File: src/rtl/mem_stage_nway_pkg.sv
// Shared definitions for the MEM stage: access size codes, FSM states, CP0 exception codes
// and the store strobe/replication/alignment helpers.
package mem_stage_nway_pkg;

  localparam logic [1:0] MEM_SIZE_BYTE = 2'd0;
  localparam logic [1:0] MEM_SIZE_HALF = 2'd1;
  localparam logic [1:0] MEM_SIZE_WORD = 2'd2;

  localparam logic [4:0] EXC_ADEL = 5'h04;
  localparam logic [4:0] EXC_ADES = 5'h05;

  typedef enum logic [2:0] {
    ST_IDLE,
    ST_REQ,
    ST_WAIT,
    ST_HOLD,
    ST_DONE,
    ST_DRAIN
  } mem_state_t;

  function automatic logic [3:0] mem_wstrb(input logic [1:0] size, input logic [1:0] a);
    case (size)
      MEM_SIZE_BYTE: return 4'b0001 << a;
      MEM_SIZE_HALF: return 4'b0011 << a;
      default:       return 4'b1111;
    endcase
  endfunction

  // Store data is replicated across byte lanes so the strobes alone pick the target bytes.
  function automatic logic [31:0] mem_wdata_rep(input logic [1:0] size, input logic [31:0] w);
    case (size)
      MEM_SIZE_BYTE: return {4{w[7:0]}};
      MEM_SIZE_HALF: return {2{w[15:0]}};
      default:       return w;
    endcase
  endfunction

  function automatic logic mem_misaligned(input logic [1:0] size, input logic [1:0] a);
    return ((size == MEM_SIZE_HALF) && a[0]) || ((size == MEM_SIZE_WORD) && (a != 2'b00));
  endfunction

endpackage

File: src/rtl/mem_load_align.sv
// Load data alignment: shifts the returned word by the byte offset and zero/sign extends
// according to access size.
module mem_load_align
  import mem_stage_nway_pkg::*;
(
  input  logic [31:0] rdata,
  input  logic [1:0]  addr_lo,
  input  logic [1:0]  size,
  input  logic        sign,
  output logic [31:0] result
);

  logic [31:0] shifted;

  always_comb begin
    shifted = rdata >> {addr_lo, 3'b000};
    case (size)
      MEM_SIZE_BYTE: result = {{24{sign & shifted[7]}}, shifted[7:0]};
      MEM_SIZE_HALF: result = {{16{sign & shifted[15]}}, shifted[15:0]};
      default:       result = rdata;
    endcase
  end

endmodule

File: src/rtl/mem_stage_nway.sv
// N-lane MEM stage: stage register, split-handshake data port FSM, load alignment and WB-stall buffering.
// Optional macro MEM_ALIGN_EXC_EN adds misaligned-access detection with exc_valid/exc_code/exc_badvaddr.
module mem_stage_nway
  import mem_stage_nway_pkg::*;
#(
  parameter int LANES  = 2,
  parameter int PC_W   = 32,
  parameter int DATA_W = 32
) (
  input  logic                    clk,
  input  logic                    rst,
  input  logic                    flush,
  input  logic                    wb_stall,
  input  logic [LANES-1:0]        in_valid,
  input  logic [LANES*PC_W-1:0]   in_pc,
  input  logic [LANES-1:0]        in_rf_we,
  input  logic [LANES*5-1:0]      in_rf_waddr,
  input  logic [LANES*DATA_W-1:0] in_rf_wdata,
  input  logic                    in_mem_en,
  input  logic                    in_mem_we,
  input  logic [1:0]              in_mem_size,
  input  logic                    in_mem_sign,
  input  logic [31:0]             in_mem_addr,
  input  logic [31:0]             in_mem_wdata,
  output logic                    data_req,
  output logic                    data_wr,
  output logic [1:0]              data_size,
  output logic [31:0]             data_addr,
  output logic [3:0]              data_wstrb,
  output logic [31:0]             data_wdata,
  input  logic                    data_addr_ok,
  input  logic                    data_data_ok,
  input  logic [31:0]             data_rdata,
  output logic                    stallreq,
  output logic [LANES-1:0]        out_valid,
  output logic [LANES*PC_W-1:0]   out_pc,
  output logic [LANES-1:0]        out_rf_we,
  output logic [LANES*5-1:0]      out_rf_waddr,
  output logic [LANES*DATA_W-1:0] out_rf_wdata
`ifdef MEM_ALIGN_EXC_EN
  ,
  output logic                    exc_valid,
  output logic [4:0]              exc_code,
  output logic [31:0]             exc_badvaddr
`endif
);

  if (DATA_W != 32) begin : g_bad_data_w
    $error("mem_stage_nway: DATA_W must be 32");
  end

  mem_state_t              state;
  logic [LANES-1:0]        st_valid;
  logic [LANES-1:0]        st_rf_we;
  logic [LANES*PC_W-1:0]   st_pc;
  logic [LANES*5-1:0]      st_rf_waddr;
  logic [LANES*DATA_W-1:0] st_rf_wdata;
  logic                    st_mem_en;
  logic                    st_mem_we;
  logic                    st_mem_sign;
  logic [1:0]              st_mem_size;
  logic [31:0]             st_mem_addr;
  logic [31:0]             st_mem_wdata;
  logic [31:0]             rbuf;
  logic [31:0]             load_res;
  logic                    advance;
  logic                    start_req;
  logic                    out_ok;
  logic                    lane0_mis;

`ifdef MEM_ALIGN_EXC_EN
  assign lane0_mis = st_mem_en & mem_misaligned(st_mem_size, st_mem_addr[1:0]);
  assign start_req = in_valid[0] & in_mem_en & ~flush
                   & ~mem_misaligned(in_mem_size, in_mem_addr[1:0]);
  assign exc_valid    = st_valid[0] & lane0_mis & ~flush;
  assign exc_code     = st_mem_we ? EXC_ADES : EXC_ADEL;
  assign exc_badvaddr = st_mem_addr;
`else
  assign lane0_mis = 1'b0;
  assign start_req = in_valid[0] & in_mem_en & ~flush;
`endif

  assign stallreq = (state == ST_REQ) || (state == ST_WAIT) || (state == ST_HOLD) || (state == ST_DRAIN);
  assign advance  = ~stallreq & ~wb_stall;
  // All lanes retire together: the stage is only visible to WB when no memory access is in flight.
  assign out_ok   = (state == ST_IDLE) || (state == ST_DONE);

  always_ff @(posedge clk) begin
    if (rst) begin
      state        <= ST_IDLE;
      st_valid     <= '0;
      st_rf_we     <= '0;
      st_pc        <= '0;
      st_rf_waddr  <= '0;
      st_rf_wdata  <= '0;
      st_mem_en    <= 1'b0;
      st_mem_we    <= 1'b0;
      st_mem_sign  <= 1'b0;
      st_mem_size  <= MEM_SIZE_BYTE;
      st_mem_addr  <= '0;
      st_mem_wdata <= '0;
      rbuf         <= '0;
    end else begin
      if (advance) begin
        st_valid     <= flush ? '0 : in_valid;
        st_rf_we     <= in_rf_we;
        st_pc        <= in_pc;
        st_rf_waddr  <= in_rf_waddr;
        st_rf_wdata  <= in_rf_wdata;
        st_mem_en    <= in_mem_en;
        st_mem_we    <= in_mem_we;
        st_mem_sign  <= in_mem_sign;
        st_mem_size  <= in_mem_size;
        st_mem_addr  <= in_mem_addr;
        st_mem_wdata <= in_mem_wdata;
      end else if (flush) begin
        st_valid <= '0;
      end

      case (state)
        ST_IDLE, ST_DONE: begin
          if (advance)    state <= start_req ? ST_REQ : ST_IDLE;
          else if (flush) state <= ST_IDLE;
        end
        ST_REQ: begin
          if (data_addr_ok && data_data_ok) begin
            rbuf  <= data_rdata;
            state <= flush ? ST_IDLE : (wb_stall ? ST_HOLD : ST_DONE);
          end else if (data_addr_ok) begin
            state <= flush ? ST_DRAIN : ST_WAIT;
          end else if (flush) begin
            state <= ST_IDLE;
          end
        end
        ST_WAIT: begin
          if (data_data_ok) begin
            rbuf  <= data_rdata;
            state <= flush ? ST_IDLE : (wb_stall ? ST_HOLD : ST_DONE);
          end else if (flush) begin
            state <= ST_DRAIN;
          end
        end
        ST_HOLD: begin
          if (flush)          state <= ST_IDLE;
          else if (!wb_stall) state <= ST_DONE;
        end
        ST_DRAIN: begin
          if (data_data_ok) state <= ST_IDLE;
        end
        default: state <= ST_IDLE;
      endcase
    end
  end

  assign data_req   = (state == ST_REQ);
  assign data_wr    = st_mem_we;
  assign data_size  = st_mem_size;
  assign data_addr  = st_mem_addr;
  assign data_wstrb = st_mem_we ? mem_wstrb(st_mem_size, st_mem_addr[1:0]) : 4'b0000;
  assign data_wdata = mem_wdata_rep(st_mem_size, st_mem_wdata);

  mem_load_align u_load_align (
    .rdata   (rbuf),
    .addr_lo (st_mem_addr[1:0]),
    .size    (st_mem_size),
    .sign    (st_mem_sign),
    .result  (load_res)
  );

  always_comb begin
    out_valid    = (flush || !out_ok) ? '0 : st_valid;
    out_pc       = st_pc;
    out_rf_waddr = st_rf_waddr;
    out_rf_we    = st_rf_we;
    out_rf_wdata = st_rf_wdata;
    if (lane0_mis) out_rf_we[0] = 1'b0;
    if (st_mem_en && !st_mem_we) out_rf_wdata[DATA_W-1:0] = load_res;
  end

endmodule

File: config.mk
export PLATFORM = sky130hd
export DESIGN_NAME = mem_stage_nway
export DESIGN_NICKNAME = d
export VERILOG_FILES = /design/src/rtl/mem_stage_nway_pkg.sv /design/src/rtl/mem_load_align.sv /design/src/rtl/mem_stage_nway.sv
export SDC_FILE = /design/constraint.sdc
export NUM_CORES = 1
export LEC_CHECK = 0
export BUFFER_PORTS_ARGS = -buffer_cell sky130_fd_sc_hd__clkbuf_2
export CORE_AREA = 2 2 181 183
export CTS_CLUSTER_SIZE = 14
export DETAILED_ROUTE_END_ITERATION = 10
export DIE_AREA = 0 0 183 185
export HOLD_SLACK_MARGIN = 0.02
export PLACE_DENSITY = 0.7
export SKIP_CTS_REPAIR_TIMING = 1
export SKIP_LAST_GASP = 1
export SLEW_MARGIN = 20
export SYNTH_ARGS = -nofsm -noshare
export SYNTH_HDL_FRONTEND = slang
export SYNTH_SLANG_ARGS = --single-unit
File: constraint.sdc
create_clock -name clk -period 2.6 [get_ports clk]
set_clock_uncertainty 0.2 [all_clocks]
set_input_delay 0.65 -clock clk [delete_from_list [all_inputs] [get_ports clk]]
set_output_delay 0.65 -clock clk [all_outputs]
set_load 0.005 [all_outputs]
## Word level (Yosys, flattened, before mapping)

Index checks and enable logic that the tools add are counted.

| cells by class | value |
|---|---|
| equal/unequal tests | 11 |
| shifts and indexed selects | 3 |
| multiplexer cells | 26 |
| bitwise logic cells | 8 |
| reductions and logical operators | 16 |

Operator list:

| cell | number |
|---|---|
| $pmux 32 s2 | 3 |
| $mux 32 | 3 |
| $mux 3 | 12 |
| $shr 32x5->16 | 1 |
| $pmux 3 s5 | 1 |
| $mux 2 | 4 |
| $pmux 4 s2 | 1 |
| $eq 3x2->1 const B | 2 |
| $eq 3x3->1 const B | 2 |
| $ne 3x3->1 const B | 2 |
| $reduce_and 3->1 | 2 |
| $and 1x1->1 | 5 |
| $logic_or 1x1->1 | 5 |
| $mux 4 | 1 |
| $ne 2x2->1 const B | 2 |
| $reduce_bool 2->1 | 2 |
| $shl 1x2->4 const A | 1 |
| $shl 2x2->4 const A | 1 |
| $eq 3x1->1 const B | 1 |
| $logic_not 3->1 | 1 |
| $not 1->1 | 3 |
| $eq 2x1->1 const B | 1 |
| $logic_and 1x1->1 | 2 |
| $logic_not 1->1 | 2 |
| 4 further kinds | 4 |

| storage, ports and cells | value |
|---|---|
| register bits | 246 |
| bits of input ports | 249 |
| output and inout bits | 215 |
| word-level logic and storage cells | 77 |

## Longest topological paths before layout

Gate-level depths: netlist of the first run.

| depth | value |
|---|---|
| depth after elaboration | 8 |
| gate-level depth with buffers | 8 |
| mapped depth without buffers | 4 |

## Cells and area by module

A second synthesis of the first run with hierarchy kept.

| second synthesis, totals | value |
|---|---|
| cell total of the unflattened synthesis | 1314 |
| area, all modules | 10580.1 um^2 |

By module, submodules not included:

| module | instances | cells an instance | area an instance (um^2) | seq. area each (um^2) |
|---|---|---|---|---|
| mem_stage_nway | 1 | 1202 | 9843.2 | 4924.7 |
| mem_load_align | 1 | 112 | 737.0 | 0.0 |

## Least setup slack after synthesis of the first run

Ideal clock, no wire load.

| path | value |
|---|---|
| path type | register -> output |
| from | register st_mem_addr[0] (netlist: data_addr[0]) |
| to | output out_rf_wdata[15] |
| data arrival time | 1.516 ns |
| required time | 1.750 ns |
| setup slack | 0.234 ns |
| cell stages (with the launch flop) | 6 |
| path buffers | 1 |
| cells stage by stage | dfxtp_1 buf_6 mux4_2 a31oi_2 o21ai_1 o21a_1 |

| on the way | value |
|---|---|
| cells in the longest elaborated chain, start to end | 4 |

RTL lines:

| item | line | text |
|---|---|---|
| from (decl) | mem_stage_nway.sv:62 | `logic [31:0] st_mem_addr;` |
| from (signal assigned) | mem_stage_nway.sv:114 | `st_mem_addr <= in_mem_addr;` |
| $shr 32x5->16 * | mem_load_align.sv:16 | `shifted = rdata >> {addr_lo, 3'b000};` |
| $and 1x1->1 | mem_load_align.sv:18 | `MEM_SIZE_BYTE: result = {{24{sign & shifted[7]}}, shifted[7:0]};` |
| $pmux 32 s2 * | mem_load_align.sv:17 | `case (size)` |
| $mux 32 * | mem_stage_nway.sv:177 | `if (st_mem_en && !st_mem_we) out_rf_wdata[DATA_W-1:0] = load_res;` |
| to (decl) | mem_stage_nway.sv:39 | `output logic [LANES*DATA_W-1:0] out_rf_wdata` |

Mark *: on every way between the ends. The rest lies on a longest branch, timed or not.

## Worst setup path in the final report of the first run

| path | value |
|---|---|
| from | register st_mem_addr[0] (netlist: data_addr[0]) |
| to | output out_rf_wdata[19] |

| on the way | value |
|---|---|
| cells in the longest elaborated chain, start to end | 4 |
| elaborated cells on any way between the ends | 5 |
| those cells by class | shift (1); mux (2); bitwise (2) |

RTL lines:

| item | line |
|---|---|
| $shr 32x5->16 * | mem_load_align.sv:16 |
| $and 1x1->1, on equally long branches | mem_load_align.sv:19, mem_load_align.sv:18 |
| $pmux 32 s2 * | mem_load_align.sv:17 |
| $mux 32 * | mem_stage_nway.sv:177 |

Marks and branches as above.

==> results of run 1 <==
-- critical path, cell delays in order (launching register included) --
cell      delay [ps]
dfxtp_4          380
buf_12           140
xor2_1           180
a32oi_1           90
a2111o_1         450
buf_8            170
nand3_1           80
clkbuf_2         120
-- worst paths after layout --
kind	endpoint	slack, ps	depth (start not counted)
worst max-delay path	out_rf_wdata[19]	-410	7
worst min-delay path	data_addr[7]	120	3
worst max register to register	out_pc[5]	560	5
worst min register to register	out_rf_waddr[4]	250	2
-- synthesized netlist by cell type (7+ instances only) --
cell,instances,area (um2)
nand2_1,450,1690
dfxtp_1,246,4920
a21oi_1,230,1150
clkbuf_1,52,195
mux2i_1,50,500
nor2_1,46,173
buf_4,44,330
nand3_1,34,170
buf_2,32,160
mux2_2,19,214
o21ai_0,18,90.1
buf_6,12,135
nor3b_1,9,67.6
o22ai_1,9,56.3
a22oi_1,8,60.1
a22o_1,7,61.3
nor2b_1,7,43.8
-- per-layer routing --
layer	global-route usage, %	wire, um	vias up
met5	0	18	-
met4	7.52	1240	2
met3	4.44	2870	91
met2	32.3	16700	454
met1	22.6	14100	4901
li1	-	-	5151
-- state kept, by name (all words and copies together) (netlist names) --
register	count
rbuf	32
data_wr	1
st_mem_en	1
st_mem_sign	1
data_size	2
state	3
data_addr	32
out_rf_we	2
out_pc	64
st_rf_wdata	64
st_mem_wdata	32
st_valid	2
out_rf_waddr	10
-- layout by cell type, fill, tap and decap left out, types with 9 or more instances in the layout --
cell,Yosys,final
a21oi_1,230,226
buf_12,0,14
buf_2,32,9
buf_4,44,28
buf_6,12,9
clkbuf_16,0,33
clkbuf_2,0,452
dfxtp_1,246,241
mux2_2,19,17
mux2i_1,50,48
nand2_1,450,450
nand3_1,34,34
nor2_1,46,44
o21ai_1,1,16
-- final cells by class --
type / count / area [um2]
fill: 3226 / 17900
sequential: 246 / 4940
multi-input combinational: 929 / 4740
timing repair buffer: 519 / 3040
clock buffer: 40 / 847
tap: 408 / 510
clock inverter: 10 / 80.1
inverter: 4 / 15.0
antenna: 2 / 5.00
-- cell families (layout without fill, tap and decap cells) --
| kind of cell | count (synthesis) | in the layout |
|---|---|---|
| simple gates | 570 | 570 |
| compound gates | 288 | 288 |
| flops | 246 | 246 |
| buf+inv | 149 | 573 |
| mux | 70 | 70 |
| xor+xnor | 1 | 1 |
| other cells | 0 | 2 |
-- metrics by stage --
stage | hold WS [ps] | power, W | cell area, um2 | cells
2_1_floorplan | 233 | 0.00476 | 10400 | 1324
5_1_grt | 110 | 0.00961 | 14200 | 2158
4_1_cts | 95.6 | 0.00924 | 13800 | 2142
3_3_place_gp | 238 | 0.00528 | 12900 | 2092
6_report | 116 | 0.00921 | 14200 | 2158
3_5_place_dp | 245 | 0.00531 | 12900 | 2092
-- power groups by stage --
stage / Combinational, W / Sequential (W) / Clock, W
4_1_cts: 0.00115 / 0.00408 / 0.00401
5_1_grt: 0.00134 / 0.00410 / 0.00417
3_5_place_dp: 0.00115 / 0.00416 / 0
3_3_place_gp: 0.00113 / 0.00415 / 0
2_1_floorplan: 0.000618 / 0.00414 / 0
6_report: 0.00122 / 0.00408 / 0.00391
==> impl_metrics.toml, run 1 <==
[status]
status = "complete, but fails checks"
violations = "negative setup slack"

[detailed_routing]
dr.pass1.iters = 5
vias_per_cell = 4.91
wirelength_um = 34900
avgRoutedWirePerCell_um = 16.2
vias = 10600
drc = 0
final_antenna_net_count = 0
detail_route.iter0.violations = 560

[worst_setup_path]
cp-startpoint = "data_addr[0]"
arrival_ps = 2160
reg2reg_from = "state[1]"
worstPathRequired_ps = 1750
endpoint_kind = "output port"
worstSetupPathType = "flop to output port"
worstPathMaxFanout = 16
crit_path_start_kind = "flop"

[clock_tree]
cts_tree = "yes"
cts_htree_levels = 1
clockBufferDepth = 3
cts.clk_slew.worst_paths_ps = 60
clockRootBuffer = "clkbuf_16"
cts_buffers = 28
clk_latency_ps = 530
cts_sinks = 246

[placed_design]
pre_cts_ws_ps = 112
dp_hpwl_um = 25200
io_buffers = 463
place.gp.congestion = 0.868

[power_and_ir_drop]
intPower_w = 0.00688
p_comb_share_pct = 13.2
power_density_mw_per_mm2 = 649
p_leak_nw = 6.48
p_switching_w = 0.00233
clkPwrFrac_pct = 42.4
power.share.switching_pct = 25.3
power_frac_seq_pct = 44.3
ir_worst_vdd_mv = 0.430

[die]
core_mm2 = 0.0320
rows = 66
die_area_mm2 = 0.0339
die_h_um = 185
io_pins = 464
die_w_um = 183
initial_core_util_pct = 32.5

[timing]
period_share_pct = 116
fin_setup_tns_ps = -12270
finalMaxSlewViolations = 0
finalCriticalPeriod_ps = 3010
rsz0062_at_grt = "true"
hold_viol = 0
setup_violations = 44
max_freq_mhz = 332
worst_slack_ps = -411
worst_slew_pin_slew_ps = 608
maxSlewHeadroom_pct = 59.5

[logic_synthesis]
synth_area_mm2 = 0.0104
synth_compound_area_share_pct = 14.9
avgSynthCellArea_um2 = 7.86
synth_xor_area_share_pct = 0.0842
yosysWarnings = 0
synth_ff_type = "dfxtp_1"
synth-simple-area-share_pct = 22.4
ys_ff_latch = 246
synth_fa_ha_area_share_pct = 0
async_flop_share_pct = 0
synth-edff-count = 0
synthMuxAreaShare_pct = 7.08
syn_nets = 1573
synth_cell_types = 47
synth_top_family_by_area = "simple AND/OR/NAND/NOR gates"
yosysSeqAreaShare_pct = 47.3
postSynthCellCount = 1324

[global_route]
grt_overflow = 0
antenna_found_initial = 4
grtUsageTotal_pct = 18.8
first_global_vias = 9668
grt_pass1_wl_um = 51100
grt_max_degree = 74

[layout]
drive_gt1_share_pct = 35.4
final_core_util_pct = 44.3
syn2layout_area_growth_pct = 36.3
fin_nets = 1977

[min_path]
hold_path_startpoint = "in_mem_addr[7]"
hold_class = "input pin to flop"

[run]
cap_violations = 0
(Power assumes the default switching activity.)
==> run 2: changes to the inputs <==
- CORE_AREA: 2 2 181 183 -> 2 2 180 182
- DIE_AREA: 0 0 183 185 -> 0 0 182 184
==> run 2 against run 1 <==
The run still ends with negative setup slack left. Non-clock buffer count is 15 lower. Flip-flop and latch count is the same. Sequential power barely moved. Critical path depth down 1. Core utilization up 0.11 points. Sequential share of layout area rose by 0.63 points. Cell count decreased by 1.0%. Count of clock-buffer cells in the layout increased by 2. Critical path type unchanged. Largest power group unchanged.
==> impl_metrics.toml, run 2 (synthesis gave the netlist of run 1 again) <==
[status]
status = "complete, but fails checks"
violations = "negative setup slack"

[layout]
syn2layout_area_growth_pct = 33.9
final_common_cell = "clkbuf_2"
final_cells = 2136
multi_input_area_mm2 = 0.00473
drive_gt1_share_pct = 34.2
fin_nets = 1961
final_cell_mix = "clkbuf_2, nand2_1, dfxtp_1"
area.sequential_mm2 = 0.00494
fin_area_mm2 = 0.0139
fillers = 3145

[timing]
finalMaxSlewViolations = 0
max_freq_mhz = 339
maxSlewHeadroom_pct = 49.8
fin_setup_tns_ps = -10540
worst_slack_ps = -349
period_share_pct = 113
worst_slew_pin_slew_ps = 753
hold_viol = 0
rsz0062_at_grt = "true"
setup_violations = 42
timing.hold.ws_ps = 113
finalCriticalPeriod_ps = 2950

[detailed_routing]
avgRoutedWirePerCell_um = 16.1
final_antenna_net_count = 0
vias_per_cell = 4.87
dr.pass1.iters = 5
drc = 0
detail_route.iter0.violations = 607
vias = 10400
wirelength_um = 34300

[run]
cap_violations = 0

[clock_tree]
clockBufferDepth = 3
cts_sinks = 246
cts_htree_levels = 1
cts_tree = "yes"
clk_latency_ps = 520
clockRootBuffer = "clkbuf_16"
cts.clk_slew.worst_paths_ps = 60
cts_buffers = 27

[global_route]
grt_overflow = 0
grt_pass1_wl_um = 51700
first_global_vias = 9897
grtUsageTotal_pct = 19.0
antenna_found_initial = 5
grt_max_degree = 108

[power_and_ir_drop]
p_switching_w = 0.00233
ir_worst_vdd_mv = 0.549
intPower_w = 0.00689
p_leak_nw = 6.37
power_density_mw_per_mm2 = 662
p_comb_share_pct = 12.8
power_frac_seq_pct = 44.2
power.share.switching_pct = 25.3
clkPwrFrac_pct = 43.0

[min_path]
hold_class = "input pin to flop"

[die]
core_mm2 = 0.0314
rows = 65
die_w_um = 182
die_area_mm2 = 0.0335
initial_core_util_pct = 33.1
die_h_um = 184
io_pins = 464

[worst_setup_path]
worstPathRequired_ps = 1750
worstSetupPathType = "flop to output port"
endpoint_kind = "output port"
arrival_ps = 2100
crit_path_start_kind = "flop"
worstPathMaxFanout = 16

[placed_design]
placed_area_mm2 = 0.0128
io_buffers = 463
place.gp.congestion = 0.840
pre_cts_ws_ps = 69.5
dp.cells = 2079
dp_hpwl_um = 24500
-- run 2: cell types whose count changed in the layout (fill, tap and decap cells not counted), sizes merged --
cell      previous run  this run
diode                2         1
clkinv               7         4
clkinvlp             2         1
buf                 63        43
bufinv               1         2
clkbuf             496       503
inv                  4         5
-- run 2: critical path, stage by stage, from the launching register on --
cell and delay [ps]:
dfxtp_4 380, and3b_1 240, o21ai_0 100, a2111o_1 440
buf_6 170, nand3_1 90, clkbuf_2 120
-- run 2: power groups by stage --
stage               Clock (W)  Sequential (W)  Combinational (W)
detailed placement          0         0.00416            0.00113
global placement            0         0.00415            0.00112
floorplan                   0         0.00414           0.000618
CTS                   0.00407         0.00408            0.00114
finish                0.00397         0.00408            0.00118
global route          0.00422         0.00410            0.00130
-- run 2: worst paths after layout --
check	from	to	slack (ps)	cells past startpoint
setup / recovery	data_addr[1]	out_rf_wdata[20]	-350	6
hold / removal	in_rf_wdata[20]	st_rf_wdata[20]	110	3
setup reg to reg	state[1]	st_rf_wdata[22]	580	5
hold reg to reg	st_rf_wdata[45]	st_rf_wdata[45]	250	2
-- run 2: stage by stage --
step / power (W) / util [%]
final: 0.00922 / 44.4
after global placement: 0.00527 / 40.7
after detailed placement: 0.00529 / 40.7
after CTS: 0.00928 / 43.7
after global routing: 0.00962 / 44.4
after floorplan: 0.00476 / -
-- run 2: final cells by class --
cell class              count  area share, %
diodes                      1         0.0180
clock buffers              42           5.97
clock inverters             8          0.719
inverters                   4          0.108
multi-input cells         929           33.9
flip-flops and latches    246           35.5
well taps                 402           3.61
repair buffers            504           20.2
-- run 2: metal layers --
layer	routed length [um]	share of wire [%]	up-vias	global-route usage, %
met3	3020	8.8	74	5.17
met1	13800	40	4768	22.7
li1	-	-	5101	-
met4	1050	3.1	4	7.10
met2	16400	48	454	32.6
met5	33	0.096	-	0
